$ cat src/rtl/axi_arb_pkg.sv
// rtl/axi_arb_pkg.sv - shared types and helpers for the AXI response/address arbiters
//
// Purpose: common width helper and the B-channel beat layout used by the
// arbiter family. No ports (package).
package axi_arb_pkg;

  // $clog2 that never returns 0, so a single-input arbiter still gets a
  // 1-bit select/pointer instead of a zero-width vector.
  function automatic int clog2_min1(input int n);
    return ($clog2(n) > 0) ? $clog2(n) : 1;
  endfunction

  localparam int B_RESP_WIDTH     = 2;
  localparam int B_ID_WIDTH_DEF   = 4;
  localparam int B_USER_WIDTH_DEF = 1;

  typedef struct packed {
    logic [B_ID_WIDTH_DEF-1:0]   id;
    logic [B_USER_WIDTH_DEF-1:0] user;
    logic [B_RESP_WIDTH-1:0]     resp;
  } b_beat_t;

  localparam int B_BEAT_WIDTH = $bits(b_beat_t);

endpackage

$ cat src/rtl/rr_arb_core.sv
// rtl/rr_arb_core.sv - combinational round-robin request picker
//
// Purpose: given a request vector and a rotating start pointer, pick the
// first requester at or after ptr (wrapping).
// Ports:
//   req       in   NUM_IN      request per input
//   ptr       in   SEL_WIDTH   highest-priority input index this cycle
//   grant     out  NUM_IN      one-hot winner, zero when no request
//   grant_idx out  SEL_WIDTH   index of the winner (0 when none)
//   any       out  1           at least one request present
module rr_arb_core
  import axi_arb_pkg::*;
#(
  parameter  int NUM_IN    = 4,
  localparam int SEL_WIDTH = clog2_min1(NUM_IN)
) (
  input  logic [NUM_IN-1:0]    req,
  input  logic [SEL_WIDTH-1:0] ptr,
  output logic [NUM_IN-1:0]    grant,
  output logic [SEL_WIDTH-1:0] grant_idx,
  output logic                 any
);

  // Walk the inputs in rotated order starting at ptr; the first hit wins.
  // The modulo maps the rotated position back to the physical index, which
  // folds rotate, priority-find and unrotate into one loop.
  always_comb begin
    grant     = '0;
    grant_idx = '0;
    any       = 1'b0;
    for (int k = 0; k < NUM_IN; k++) begin
      logic [SEL_WIDTH-1:0] idx;
      idx = SEL_WIDTH'((int'(ptr) + k) % NUM_IN);
      if (!any && req[idx]) begin
        any        = 1'b1;
        grant_idx  = idx;
        grant[idx] = 1'b1;
      end
    end
  end

endmodule

$ cat src/rtl/axi_b_rr_arbiter.sv
// rtl/axi_b_rr_arbiter.sv - round-robin merge of NUM_IN AXI B channels onto one
//
// Purpose: fair arbitration of write responses with one registered output
// stage (1-cycle latency, full throughput) and a source index per beat.
// Ports:
//   clk_i, rst_i     clock; synchronous active-high reset
//   slave_valid_i    per-input BVALID
//   slave_resp_i     per-input BRESP, input i at [2i+1:2i]
//   slave_id_i       per-input BID, packed likewise
//   slave_user_i     per-input BUSER, packed likewise
//   slave_ready_o    per-input BREADY (only ever to the current winner)
//   master_valid_o   merged BVALID
//   master_resp_o    merged BRESP
//   master_id_o      merged BID
//   master_user_o    merged BUSER
//   master_sel_o     input index that sourced the current beat
//   master_ready_i   upstream BREADY
module axi_b_rr_arbiter
  import axi_arb_pkg::*;
#(
  parameter  int NUM_IN     = 4,
  parameter  int ID_WIDTH   = 4,
  parameter  int USER_WIDTH = 1,
  localparam int SEL_WIDTH  = clog2_min1(NUM_IN)
) (
  input  logic                         clk_i,
  input  logic                         rst_i,
  input  logic [NUM_IN-1:0]            slave_valid_i,
  input  logic [NUM_IN*B_RESP_WIDTH-1:0] slave_resp_i,
  input  logic [NUM_IN*ID_WIDTH-1:0]   slave_id_i,
  input  logic [NUM_IN*USER_WIDTH-1:0] slave_user_i,
  output logic [NUM_IN-1:0]            slave_ready_o,
  output logic                         master_valid_o,
  output logic [B_RESP_WIDTH-1:0]      master_resp_o,
  output logic [ID_WIDTH-1:0]          master_id_o,
  output logic [USER_WIDTH-1:0]        master_user_o,
  output logic [SEL_WIDTH-1:0]         master_sel_o,
  input  logic                         master_ready_i
);

  logic [B_RESP_WIDTH-1:0] resp_arr [NUM_IN];
  logic [ID_WIDTH-1:0]     id_arr   [NUM_IN];
  logic [USER_WIDTH-1:0]   user_arr [NUM_IN];

  for (genvar g = 0; g < NUM_IN; g++) begin : g_unpack
    assign resp_arr[g] = slave_resp_i[g*B_RESP_WIDTH +: B_RESP_WIDTH];
    assign id_arr[g]   = slave_id_i[g*ID_WIDTH +: ID_WIDTH];
    assign user_arr[g] = slave_user_i[g*USER_WIDTH +: USER_WIDTH];
  end

  logic [SEL_WIDTH-1:0] rr_ptr;
  logic [NUM_IN-1:0]    grant;
  logic [SEL_WIDTH-1:0] grant_idx;
  logic                 any;
  logic                 load_en;

  rr_arb_core #(
    .NUM_IN(NUM_IN)
  ) u_core (
    .req      (slave_valid_i),
    .ptr      (rr_ptr),
    .grant    (grant),
    .grant_idx(grant_idx),
    .any      (any)
  );

  // The output register may take a new beat when it is empty or is being
  // drained this cycle, so a stall upstream never loses or skips a beat.
  assign load_en = !master_valid_o || master_ready_i;

  // Ready is suppressed during reset so no source believes it handed off a
  // response that the reset is about to discard.
  assign slave_ready_o = (rst_i || !load_en) ? '0 : grant;

  always_ff @(posedge clk_i) begin
    if (rst_i) begin
      master_valid_o <= 1'b0;
      master_resp_o  <= '0;
      master_id_o    <= '0;
      master_user_o  <= '0;
      master_sel_o   <= '0;
      rr_ptr         <= '0;
    end else if (load_en) begin
      if (any) begin
        master_valid_o <= 1'b1;
        master_resp_o  <= resp_arr[grant_idx];
        master_id_o    <= id_arr[grant_idx];
        master_user_o  <= user_arr[grant_idx];
        master_sel_o   <= grant_idx;
        // Pointer moves just past the winner, and only on a grant, so idle
        // cycles do not disturb the rotation.
        rr_ptr <= (grant_idx == SEL_WIDTH'(NUM_IN - 1)) ? '0 : grant_idx + 1'b1;
      end else begin
        master_valid_o <= 1'b0;
      end
    end
  end

endmodule

$ cat config.mk
export PLATFORM = sky130hd
export DESIGN_NAME = axi_b_rr_arbiter
export DESIGN_NICKNAME = d
export VERILOG_FILES = /design/src/rtl/axi_arb_pkg.sv /design/src/rtl/rr_arb_core.sv /design/src/rtl/axi_b_rr_arbiter.sv
export SDC_FILE = /design/constraint.sdc
export NUM_CORES = 1
export LEC_CHECK = 0
export ABC_AREA = 1
export ABC_CLOCK_PERIOD_IN_PS = 7800
export CAP_MARGIN = 20
export CELL_PAD_IN_SITES_DETAIL_PLACEMENT = 0
export CELL_PAD_IN_SITES_GLOBAL_PLACEMENT = 2
export CORE_MARGIN = 3
export CORE_UTILIZATION = 24
export CTS_CLUSTER_SIZE = 14
export DETAILED_ROUTE_END_ITERATION = 6
export PLACE_DENSITY_LB_ADDON = 0.1
export SLEW_MARGIN = 30
export SYNTH_ARGS = -nofsm -noshare
export SYNTH_HDL_FRONTEND = slang
export SYNTH_SLANG_ARGS = --single-unit
$ cat constraint.sdc
create_clock -name clk_i -period 7.8 [get_ports clk_i]
set_clock_uncertainty 0.05 [all_clocks]
set_input_delay 2.34 -clock clk_i [delete_from_list [all_inputs] [get_ports clk_i]]
set_output_delay 2.34 -clock clk_i [all_outputs]
set_load 0.01 [all_outputs]
==> results.ini, run 1 <==
[cells_and_area]
fin_cells = 342
num-nets-final = 315
area_delta_synth_final_pct = 41.8
fill_cells = 588
diodes = 0
final_cell_mix = inv_1 (54), clkdlybuf4s50_1 (48), nand3_1 (44)
drive_gt1_share_pct = 10.7
multi_input_comb_area_sq_um = 813
mostFrequentLayoutCell = inv_1
final_area_sq_um = 1900
register_area_sq_um = 240

[die]
die_h_um = 80.7
num_rows = 26
fp.dieW_um = 80.7
initial_core_util_pct = 25.6
ios = 49
die_area_sq_um = 6520
core_region_area_sq_um = 5240

[critical_path]
cp-start-kind = input pin
crit_family = buffers and inverters
crit_path_max_fanout = 6
arrival_ns = 4.35
timing.rr.start = rr_ptr[0]$_SDFFE_PP0P_
required_ns = 5.41
timing.critical_path.cells = clkdlybuf4s50_1 -> inv_1 -> nand2_1 -> nand3_2 -> nand2_4 -> inv_2 -> nand2_2 -> o21ai_0 -> a31oi_1 -> o21ai_0 -> nand2_1 -> inv_1 -> clkdlybuf4s50_1
end_kind = primary output
crit_path_max_incr_delay_ns = 0.51
critPathKind = input pin to primary output
startpoint = slave_valid_i[3]
worst-path-buf-inv = 5
cp_slowest_cell = clkdlybuf4s50_1

[logic_synthesis]
synth-seq-cells = 12
syn-num-nets = 267
synth_top_family_by_area = simple AND/OR/NAND/NOR gates
seq_area_frac_synth_pct = 17.9
synth.largest_area_cell = dfxtp_1
synth_area_per_cell_sq_um = 5.96
synth_cell_type_count = 24
synth_area_leaders = dfxtp_1 (18%), nand3_1 (16%), inv_1 (15%)
syn_inst = 225
muxShareOfSynthArea_pct = 0
ys.flop_type = dfxtp_1
synthSimpleGateAreaFrac_pct = 45.8
synthAdderAreaFrac_pct = 6.54
synth-xor-area-share_pct = 0
synthArstFlopShare_pct = 0
netlist_area_sq_um = 1340
yosysWarnings = 0
synth_top_area_share_pct = 17.9
synth_compound_area_share_pct = 8.40
synth_edf_count = 0

[power_and_ir_drop]
powerDensity_nw_per_um2 = 401
p_leak_uw = 0.00103
peakVddDrop_uv = 113

[timing]
tightestPinTransition_ns = 0.461
period_share_pct = 86.4
max_slew_margin_pct = 69.2
finalHoldViolations = 0
tns_ns = 0
setup_violations = 0
min_period_ns = 6.74
fmax_ghz = 0.148
rsz0062_at_grt = no
maxSlewViolCount = 0

[worst_hold_path]
min-delay-start = master_sel_o[0]$_SDFFE_PP0P_
min_path_type = register to register

[place]
io_buffers = 48
dp.cells = 338
placed_area_sq_um = 1850
gp_congestion = 0.823
dp_hpwl_um = 2920

[clocking]
clkSlewWorstSetupHoldPaths_ns = 0.05
post-cts-setup-buffer-count = 0
clk_latency_ns = 0.24
htreeDepth = 1
cts_resized = 0
cts.sinks = 12
root_buffer = clkbuf_8
cts-buffers-inserted = 3
clockBufferDepth = 2
cts_tree = built
ctsHoldBuffers = 0

[global_route]
grt_pass1_wl_um = 6200
grt.overflow.total = 0
grt_pass1_vias = 1320
antenna_found_initial = 0
grt_max_degree = 18
grt_usage_pct = 11.9

[detailed_routing]
drt-initial-drc-count = 110
antenna_left = 0
dr.pass1.iters = 4
wl_um = 3660
drc_errors = 0
wire_per_inst_um = 10.7
vias_per_cell = 4.19
vias = 1434

[job]
cap_violations = 0

[status]
outcome = finished, final reports clean

flip-flops by register name, summed over array words and instances (netlist names):
name / flops
rr_ptr: 2
master_resp_o: 2
master_id_o: 4
master_valid_o: 1
master_user_o: 1
master_sel_o: 2
worst register-to-register path: cells and delay by family, from the launching register on:
kind | cells | cell delay (ns)
adder cells (fa/ha/maj) | 1 | 0.40
flip-flops | 1 | 0.60
AND/OR/NAND/NOR | 9 | 1.28
buffers and inverters | 4 | 0.38
cell usage after synthesis, types with 2 or more instances:
library cell  instances
a31oi_1               5
nand2_2              12
ha_1                  7
o21ai_0               9
dfxtp_1              12
nor2_1               15
nand2_4               4
nand4_1               2
inv_2                 4
a21oi_1               3
nand3_2               3
nand3_1              44
inv_1                54
nand2_1              41
where the power goes:
part           leakage [uW]  internal [uW]  switching (uW)  total (uW)
Sequential         0.000100           86.6            23.7         110
Combinational      0.000902            216             369         585
Clock             0.0000288           44.5            22.4        66.9
Total               0.00103            347             415         762
cell type report:
cell class                      instances  share of cell area (%)
Sequential cell                        12                    12.6
Tap cell                               70                    4.61
Timing Repair Buffer                   48                    25.3
Clock buffer                            4                    2.90
Inverter                               59                    11.8
Multi-Input combinational cell        149                    42.8
kinds of logic after synthesis:
kind of cell | after synthesis
simple gates | 122
buf+inv | 64
compound gates | 20
flops | 12
fa+ha+maj | 7
routing by layer:
layer	global-route usage (%)	wire, um	vias up
met5	0	0	-
met4	1.52	14	0
met3	2.47	249	2
met2	17.4	1470	49
met1	18.1	1920	596
li1	-	-	787
path summary, 6_finish.rpt:
kind | end | slack [ns] | cells after the start
max reg2reg | master_user_o$_SDFFE_PP0P_ | 4.97 | 14
min | master_sel_o[0]$_SDFFE_PP0P_ | 0.41 | 2
max | slave_ready_o[3] | 1.06 | 13
min reg2reg | master_sel_o[0]$_SDFFE_PP0P_ | 0.41 | 2
per-stage QoR:
stage	hold WS (ns)	setup WS, ns	utilization (%)	total power [uW]
detailed placement	0.407	1.06	35.2	703
global placement	0.408	1.06	35.2	716
global route	0.454	0.844	36.3	866
CTS	0.416	1.06	36.3	774
floorplan	0.440	2.05	-	572
finish	0.414	1.06	36.3	762
Note: power is estimated with default switching activity, not from simulation.
==> inputs of run 2 (changes only) <==
--- a/config.mk
+++ b/config.mk
@@ -19,3 +19,4 @@
 export SYNTH_ARGS = -nofsm -noshare
 export SYNTH_HDL_FRONTEND = slang
 export SYNTH_SLANG_ARGS = --single-unit
+export TNS_END_PERCENT = 1
==> results of run 2 <==
Final layout, timing and power as in run 1 (identical DEF).
